===== src/rtl/mem_arbiter.sv =====
// mem_arbiter: two-requester (instruction / data) arbiter in front of a single
// memory port with a fixed access latency.
//
// Optional feature: define ARB_RR_EN to alternate grants between the two sides
// on simultaneous requests. Without it the data side always wins a tie.
//
// Parameter MEM_LATENCY (1..16) is the number of cycles the memory address is
// held per access. The granted side's ack appears in the cycle after the last
// access cycle, i.e. MEM_LATENCY+1 cycles after the request is taken in IDLE.
//
// state  | meaning
// -------+-----------------------------------------------------------------
// IDLE   | no transaction; requests are sampled and one side is granted
// ACCESS | latched address/data driven to memory, counter runs down to 0
// DONE   | one-cycle ack to the granted side, then back to IDLE
module mem_arbiter #(
    parameter int MEM_LATENCY = 2
) (
    input  logic        clk,
    input  logic        reset,
    input  logic        i_req,
    input  logic [31:0] i_addr,
    output logic        i_ack,
    output logic [31:0] i_rdata,
    input  logic        d_req,
    input  logic        d_wen,
    input  logic [31:0] d_addr,
    input  logic [31:0] d_wdata,
    output logic        d_ack,
    output logic [31:0] d_rdata,
    output logic [31:0] m_addr,
    output logic        m_wen,
    output logic [31:0] m_wdata,
    input  logic [31:0] m_rdata,
    output logic        busy
);

    localparam int               CNT_W    = 4;
    localparam logic [CNT_W-1:0] CNT_LOAD = CNT_W'(MEM_LATENCY - 1);

    if (MEM_LATENCY < 1 || MEM_LATENCY > 16) begin : g_bad_latency
        $error("mem_arbiter: MEM_LATENCY must be in 1..16");
    end

    typedef enum logic [1:0] {
        ST_IDLE   = 2'd0,
        ST_ACCESS = 2'd1,
        ST_DONE   = 2'd2
    } state_t;

    state_t            state;
    state_t            state_nxt;
    logic [CNT_W-1:0]  cnt;
    logic [CNT_W-1:0]  cnt_nxt;
    logic              grant_d;       // 1: current transaction belongs to the d side
    logic              grant_d_nxt;
    logic [31:0]       lat_addr;
    logic [31:0]       lat_addr_nxt;
    logic [31:0]       lat_wdata;
    logic [31:0]       lat_wdata_nxt;
    logic              lat_wen;
    logic              lat_wen_nxt;
    logic [31:0]       i_rdata_nxt;
    logic [31:0]       d_rdata_nxt;
    logic              any_req;
    logic              pick_d;        // tie-break result, valid when any_req
    logic              last_access;

    assign any_req     = i_req | d_req;
    assign last_access = (state == ST_ACCESS) && (cnt == '0);

`ifdef ARB_RR_EN
    logic last_d;                     // 1: d side was granted most recently
    logic last_d_nxt;

    // On a tie, grant whichever side did not win the previous grant.
    always_comb begin
        pick_d = d_req && (!i_req || !last_d);
    end

    // Last-served marker moves with every grant; reset points it at the i side.
    always_comb begin
        last_d_nxt = last_d;
        if (state == ST_IDLE && any_req) begin
            last_d_nxt = pick_d;
        end
    end

    // Last-served register.
    always_ff @(posedge clk) begin
        if (!reset) begin
            last_d <= 1'b0;
        end else begin
            last_d <= last_d_nxt;
        end
    end
`else
    // Fixed priority: the data side wins any tie.
    always_comb begin
        pick_d = d_req;
    end
`endif

    // Next-state, transaction latch and read-data capture.
    always_comb begin
        state_nxt     = state;
        cnt_nxt       = cnt;
        grant_d_nxt   = grant_d;
        lat_addr_nxt  = lat_addr;
        lat_wdata_nxt = lat_wdata;
        lat_wen_nxt   = lat_wen;
        i_rdata_nxt   = i_rdata;
        d_rdata_nxt   = d_rdata;

        case (state)
            ST_IDLE: begin
                if (any_req) begin
                    grant_d_nxt = pick_d;
                    cnt_nxt     = CNT_LOAD;
                    state_nxt   = ST_ACCESS;
                    if (pick_d) begin
                        lat_addr_nxt  = d_addr;
                        lat_wdata_nxt = d_wdata;
                        lat_wen_nxt   = d_wen;
                    end else begin
                        // Instruction refills are always reads.
                        lat_addr_nxt  = i_addr;
                        lat_wdata_nxt = '0;
                        lat_wen_nxt   = 1'b0;
                    end
                end
            end

            ST_ACCESS: begin
                if (cnt == '0) begin
                    state_nxt = ST_DONE;
                    // Writes leave both read-data registers untouched.
                    if (!lat_wen) begin
                        if (grant_d) begin
                            d_rdata_nxt = m_rdata;
                        end else begin
                            i_rdata_nxt = m_rdata;
                        end
                    end
                end else begin
                    cnt_nxt = cnt - 1'b1;
                end
            end

            ST_DONE: begin
                state_nxt = ST_IDLE;
            end

            default: begin
                state_nxt = ST_IDLE;
            end
        endcase
    end

    // State and datapath registers with synchronous active-low reset.
    always_ff @(posedge clk) begin
        if (!reset) begin
            state     <= ST_IDLE;
            cnt       <= '0;
            grant_d   <= 1'b0;
            lat_addr  <= '0;
            lat_wdata <= '0;
            lat_wen   <= 1'b0;
            i_rdata   <= '0;
            d_rdata   <= '0;
        end else begin
            state     <= state_nxt;
            cnt       <= cnt_nxt;
            grant_d   <= grant_d_nxt;
            lat_addr  <= lat_addr_nxt;
            lat_wdata <= lat_wdata_nxt;
            lat_wen   <= lat_wen_nxt;
            i_rdata   <= i_rdata_nxt;
            d_rdata   <= d_rdata_nxt;
        end
    end

    // Memory port is only driven during ACCESS; the write strobe is confined to
    // the final access cycle so each write produces exactly one pulse.
    always_comb begin
        m_addr  = '0;
        m_wdata = '0;
        m_wen   = 1'b0;
        if (state == ST_ACCESS) begin
            m_addr  = lat_addr;
            m_wdata = lat_wdata;
            m_wen   = lat_wen && last_access;
        end
    end

    // Acks decode straight from DONE and the owner bit, so they are mutually
    // exclusive and vanish the cycle after a reset.
    always_comb begin
        i_ack = (state == ST_DONE) && !grant_d;
        d_ack = (state == ST_DONE) &&  grant_d;
        busy  = (state != ST_IDLE);
    end

endmodule

===== config.mk =====
export PLATFORM = sky130hd
export DESIGN_NAME = mem_arbiter
export DESIGN_NICKNAME = d
export VERILOG_FILES = /design/src/rtl/mem_arbiter.sv
export SDC_FILE = /design/constraint.sdc
export NUM_CORES = 1
export LEC_CHECK = 0
export CAP_MARGIN = 20
export CORE_ASPECT_RATIO = 0.5
export CORE_MARGIN = 4
export CORE_UTILIZATION = 42
export DETAILED_ROUTE_END_ITERATION = 8
export MAX_ROUTING_LAYER = met4
export PLACE_DENSITY = 0.81
export SLEW_MARGIN = 20
export SYNTH_ARGS = -nofsm -noshare
export SYNTH_HDL_FRONTEND = slang
export SYNTH_SLANG_ARGS = --single-unit

===== constraint.sdc =====
create_clock -name clk -period 1.8 [get_ports clk]
set_input_delay 0.27 -clock clk [delete_from_list [all_inputs] [get_ports clk]]
set_output_delay 0.27 -clock clk [all_outputs]
set_load 0.02 [all_outputs]

==> flow_summary.json <==
{
  "nets": 1019,
  "portBuffers": 264,
  "ir_worst_vdd_mv": 0.693,
  "drtIter0Drc": 494,
  "antenna_found_initial": 0,
  "finClkSkew_ns": 0.0127,
  "yosys_warnings": 0,
  "p_sw_mw": 2.70,
  "yosysMostFrequentCell": "dfxtp_1",
  "cts.sinks": 136,
  "crit_top_cell": "buf_6",
  "diodes": 0,
  "critPathRequiredTime_ns": 1.53,
  "numCtsBuffers": 17,
  "synth_top_area_cell": "dfxtp_1",
  "yosysTopAreaCellShare_pct": 47.0,
  "critPathTopFamily": "buffers and inverters",
  "fin_area_sq_mm": 0.00962,
  "clock_power_share_pct": 41.3,
  "ys_top_cells_by_area": "dfxtp_1 (47%), a21oi_1 (8.6%), and2_1 (6.9%), mux2i_1 (5.5%), nand3_1 (5.5%)",
  "outcome": "finished, violations left",
  "ys.flop_type": "dfxtp_1",
  "rsz0062_at_grt": "yes",
  "start_util_pct": 42.9,
  "drt_first_pass_iters": 5,
  "synth_edf_count": 0,
  "clk-insertion-delay-late_ns": 0.41,
  "intPower_mw": 7.04,
  "max_freq_mhz": 530,
  "setup_viol_count_final": 33,
  "placed_area_sq_mm": 0.00856,
  "ant_nets": 0,
  "path_max_fanout": 5,
  "tightestPinTransition_ns": 0.790,
  "vias_per_cell": 5.47,
  "timing.setup.tns_ns": -1.38,
  "comb_power_share_pct": 23.9,
  "drive_gt1_share_pct": 21.6,
  "vias": 5866,
  "worstSetupPathType": "reg2out",
  "netlist_area_sq_mm": 0.00579,
  "cp-start-kind": "flop",
  "maxCapViolCount": 0,
  "grtUsageTotal_pct": 23.5,
  "rows": 30,
  "clockBufferDepth": 2,
  "grt_pass1_wl_mm": 29.7,
  "critPathBufInv": 4,
  "cts_root_buf": "clkbuf_16",
  "route.detailed.drc": 0,
  "dieArea_sq_mm": 0.0159,
  "die_y_um": 91.0,
  "place_ws_ns": -0.0648,
  "clkTransAtPathRegs_ns": 0.06,
  "setup_slack_ns": -0.0881,
  "arrival_ns": 1.62,
  "ctsHtreeMaxLevel": 4,
  "ys_ff_latch": 136,
  "cpMaxStageDelayCell": "dfxtp_2",
  "synth_nets": 763,
  "wl_per_cell_um": 17.9,
  "syn_area_per_cell_sq_um": 9.22,
  "grt_max_degree": 76,
  "pwr-share-seq_pct": 34.8,
  "grt_pass1_vias": 5780,
  "drt_wl_total_mm": 19.2,
  "endpoint_kind": "primary output",
  "hold_viol_final": 0,
  "async_reset_ff_share_pct": 0,
  "swShare_pct": 27.7,
  "cts_tree": "done",
  "maxSlewHeadroom_pct": 47.3,
  "gp_congestion": 0.793,
  "synthTopCellsByCount": "dfxtp_1 (136), a21oi_1 (99), and2_1 (64), nand3_1 (64), o21ai_1 (35)",
  "syn2layout_area_growth_pct": 66.0,
  "drv_slew": 0,
  "post-route-util_pct": 71.2,
  "period_minus_slack_ns": 1.89,
  "seq_area_frac_synth_pct": 47.0,
  "grt_overflow_total": 0,
  "hp-class": "in2reg",
  "synth_cell_types": 40,
  "synthCells": 628,
  "path_cells": "and2b_4, buf_6, buf_6, buf_6, and2_4, buf_6",
  "dieWidth_um": 174,
  "hpwl_mm": 12.8,
  "fin_crit_sh_pct": 105,
  "cp_slowest_stage_delay_ns": 0.32,
  "power.density_mw_per_mm2": 1010,
  "core_area_sq_mm": 0.0135,
  "violations": "negative setup slack",
  "cellLeakagePower_nw": 3.77,
  "ios": 265
}
==> logic make-up (layout without fill, tap and decap cells) <==
logic type      count (synthesis)  after routing  share of synthesized area [%]
compound gates                237            237                           24.4
simple gates                  150            151                           15.9
flops                         136            136                           47.0
buf+inv                        71            339                           6.74
mux                            32             32                           5.53
fa+ha+maj                       2              2                          0.432
==> stage by stage <==
stage	power (mW)	std cells	hold slack [ns]
after detailed placement	5.49	1026	0.456
after CTS	9.73	1072	0.387
final	9.74	1073	0.448
after global placement	5.43	1026	0.453
after global routing	10.1	1073	0.450
after floorplan	4.57	628	0.388
==> layout make-up <==
cell class	instances	area, sq um
clock buffer	19	443
clock inverter	13	240
fill	1030	3890
inverter	5	20.0
multi-input combinational	422	2830
sequential	136	2720
tap	176	220
timing repair buffer	302	3140
==> sequential cells by signal (all words and copies together), names as in the netlist <==
name       count
i_rdata       32
state          2
lat_wdata     32
lat_wen        1
d_rdata       32
cnt            4
grant_d        1
lat_addr      32
==> tightest hold or removal path: stages <==
cell and delay [ns]:
clkdlybuf4s50_1 0.42, nand3_1 0.07, a21oi_1 0.05
==> cells in the final DEF, fill, tap and decap left out, types with 8 or more instances in the layout <==
cell,count
nand3_1,64
o21ai_0,20
and2_4,43
buf_4,28
o21ai_1,47
mux2i_1,32
dfxtp_1,135
a211oi_1,32
clkbuf_16,19
a21oi_1,99
and2_1,21
a22o_1,33
buf_6,57
buf_12,8
clkdlybuf4s50_1,195
==> power groups by stage <==
stage / clock network, mW / registers [mW] / logic [mW]
floorplan: 0 / 3.51 / 1.07
global placement: 0 / 3.44 / 2.00
detailed placement: 0 / 3.45 / 2.04
CTS: 4.08 / 3.39 / 2.25
global route: 4.21 / 3.42 / 2.48
finish: 4.02 / 3.39 / 2.33
==> path summary, 6_finish.rpt <==
kind,start,cells past startpoint,end,slack [ns]
worst min register to register,d_rdata[13],2,d_rdata[13],0.48
worst min-delay path,m_rdata[27],3,d_rdata[27],0.45
worst max register to register,state[0],4,i_rdata[30],0.14
worst max-delay path,state[1],6,m_wdata[2],-0.09
==> layer usage <==
metal | wire [um] | global-route usage (%) | vias to the layer above
li1 | - | - | 2793
met1 | 7960 | 27.8 | 2801
met2 | 9560 | 39.4 | 225
met3 | 1080 | 4.95 | 47
met4 | 597 | 9.48 | 0
met5 | 0 | - | -
==> what timing repair did <==
| item | CTS | global route |
|---|---|---|
| hold buffers | 0 | 0 |
| pin swaps | 14 | 22 |
| gates resized for setup | 391 | 67 |
| endpoints found under the setup margin | 68 | 114 |
| cloned | 6 | 3 |
| setup buffers | 8 | 1 |
(Power assumes the default switching activity.)
==> RTL edit: new RTL, config.mk and constraints unchanged <==
Re-encode `state_t` (3 states) as one-hot, 3 bits wide.
--- a/src/rtl/mem_arbiter.sv
+++ b/src/rtl/mem_arbiter.sv
@@ -44,6 +44,6 @@
 
-    typedef enum logic [1:0] {
-        ST_IDLE   = 2'd0,
-        ST_ACCESS = 2'd1,
-        ST_DONE   = 2'd2
+    typedef enum logic [2:0] {
+        ST_IDLE   = 3'b001,
+        ST_ACCESS = 3'b010,
+        ST_DONE   = 3'b100
     } state_t;
Formal check against the unedited RTL: same outputs for any inputs over 4 cycles, from zero or initial values and one cycle with reset low; so few cycles prove little.
==> RTL edit against the original RTL <==
  * The flow still finishes with violations (negative setup slack)
  * Worst setup slack gained 6.9 ps
  * Routed wire length shrank 0.99%
  * Sequential cell count increased by 1
  * Cell count increased by 4.0%
  * Area after synthesis up 1.3%
  * Via count shrank 3.7%
  * Maximum frequency is 0.37% higher
  * Total power shrank 16%
  * Final area down 0.56%
  * Largest power group unchanged
==> RTL edit: results (changes against the original RTL) <==
| Metric | Value |
|---|---|
| Final WS setup | `-81.15 ps (was -88.07 ps)` |
| Met3 wire length | `1028 um (was 1077 um)` |
| Total Nets Final | `1,046 (was 1,019)` |
| Number of non-clock inverters | `4 (was 5)` |
| Outcome | `finished with violations (unchanged)` |
| Failing checks | `negative setup slack (unchanged)` |
| Area Growth Syn to Fin | `62.92% (was 66.03%)` |
| Number of global-route vias before repair | `5,676 (was 5,780)` |
| Critical path peak fanout | `13 (was 5)` |
| Hold Path Sink | `grant_d (was d_rdata[27])` |
| Top cells by count, synth | `dfxtp_1 (137), nand2_1 (132), mux2i_1 (96) (was dfxtp_1 (136), a21oi_1 (99), and2_1 (64), nand3_1 (64), o21ai_1 (35))` |
| Crit path launch | `state[2] (was state[1])` |
| DR vias | `5,651 (was 5,866)` |
| Count of final setup violators | `85 (was 33)` |
| Register area | `2749 um^2 (was 2724 um^2)` |
| Flop-to-flop setup slack | `-70 ps (was 140 ps)` |
| Hold_sp | `d_req (was m_rdata[27])` |
| Largest net degree at the start of global routing | `100 (was 76)` |
| Sequential fraction of the synthesis area | `46.72% (was 47.00%)` |
| Detail Route met2 WL | `9525 um (was 9561 um)` |
| Layout cell share with drive strength beyond 1 | `19.48% (was 21.63%)` |
| Avg Inst Size Synth | `8.949 um^2 (was 9.225 um^2)` |
| Core Box Area | `13,630 um^2 (was 13,510 um^2)` |
| Post-synthesis cell type count | `36 (was 40)` |
| VDD IR max | `0.6085 mV (was 0.6927 mV)` |
| Met1 WL | `8040 um (was 7961 um)` |
| Non-clock buffers | `295 (was 302)` |
| Placement Setup Slack | `-130.9 ps (was -64.78 ps)` |
| DR WL/cell | `17.03 um (was 17.89 um)` |
| Flop pwr share | `40.8% (was 34.8%)` |
| Post-DP Area | `8790 um^2 (was 8557 um^2)` |
| Skew final | `8.442 ps (was 12.72 ps)` |
| Placer Congestion | `0.8083 (was 0.7934)` |
| CP endpoint | `m_wdata[30] (was m_wdata[2])` |
==> RTL edit: cell types whose count changed after synthesis, moves of 5 or more <==
cell      before  now
buf_6         11    4
clkbuf_1      30   47
o21ai_1       35    1
buf_1          0    5
buf_2         18    3
nand2_1        0  132
a22o_1        33    0
a21oi_1       99   66
nand3_1       64    1
mux2i_1       32   96
==> RTL edit: layer usage <==
layer / GRT usage [%] / vias to the layer above
met5: - / -
met4: 7.838 / 0
met3: 4.451 / 40
met2: 38.98 / 206
met1: 27.87 / 2652
li1: - / 2753
==> RTL edit: kinds of logic (layout without fill, tap and decap cells) <==
family,Yosys count,in the layout,synth area share [%]
simple gates,216,216,18.07
compound gates,142,142,13.81
flops,137,137,46.72
mux,96,96,16.37
buf+inv,63,331,4.603
fa+ha+maj,2,2,0.4262
==> RTL edit: repair_timing <==
item / in CTS / in global routing
setup endpoints to repair: 100 / 98
resized for setup: 369 / 47
pin swaps: 2 / 4
cloned: 2 / 1
setup buffers: 2 / 1
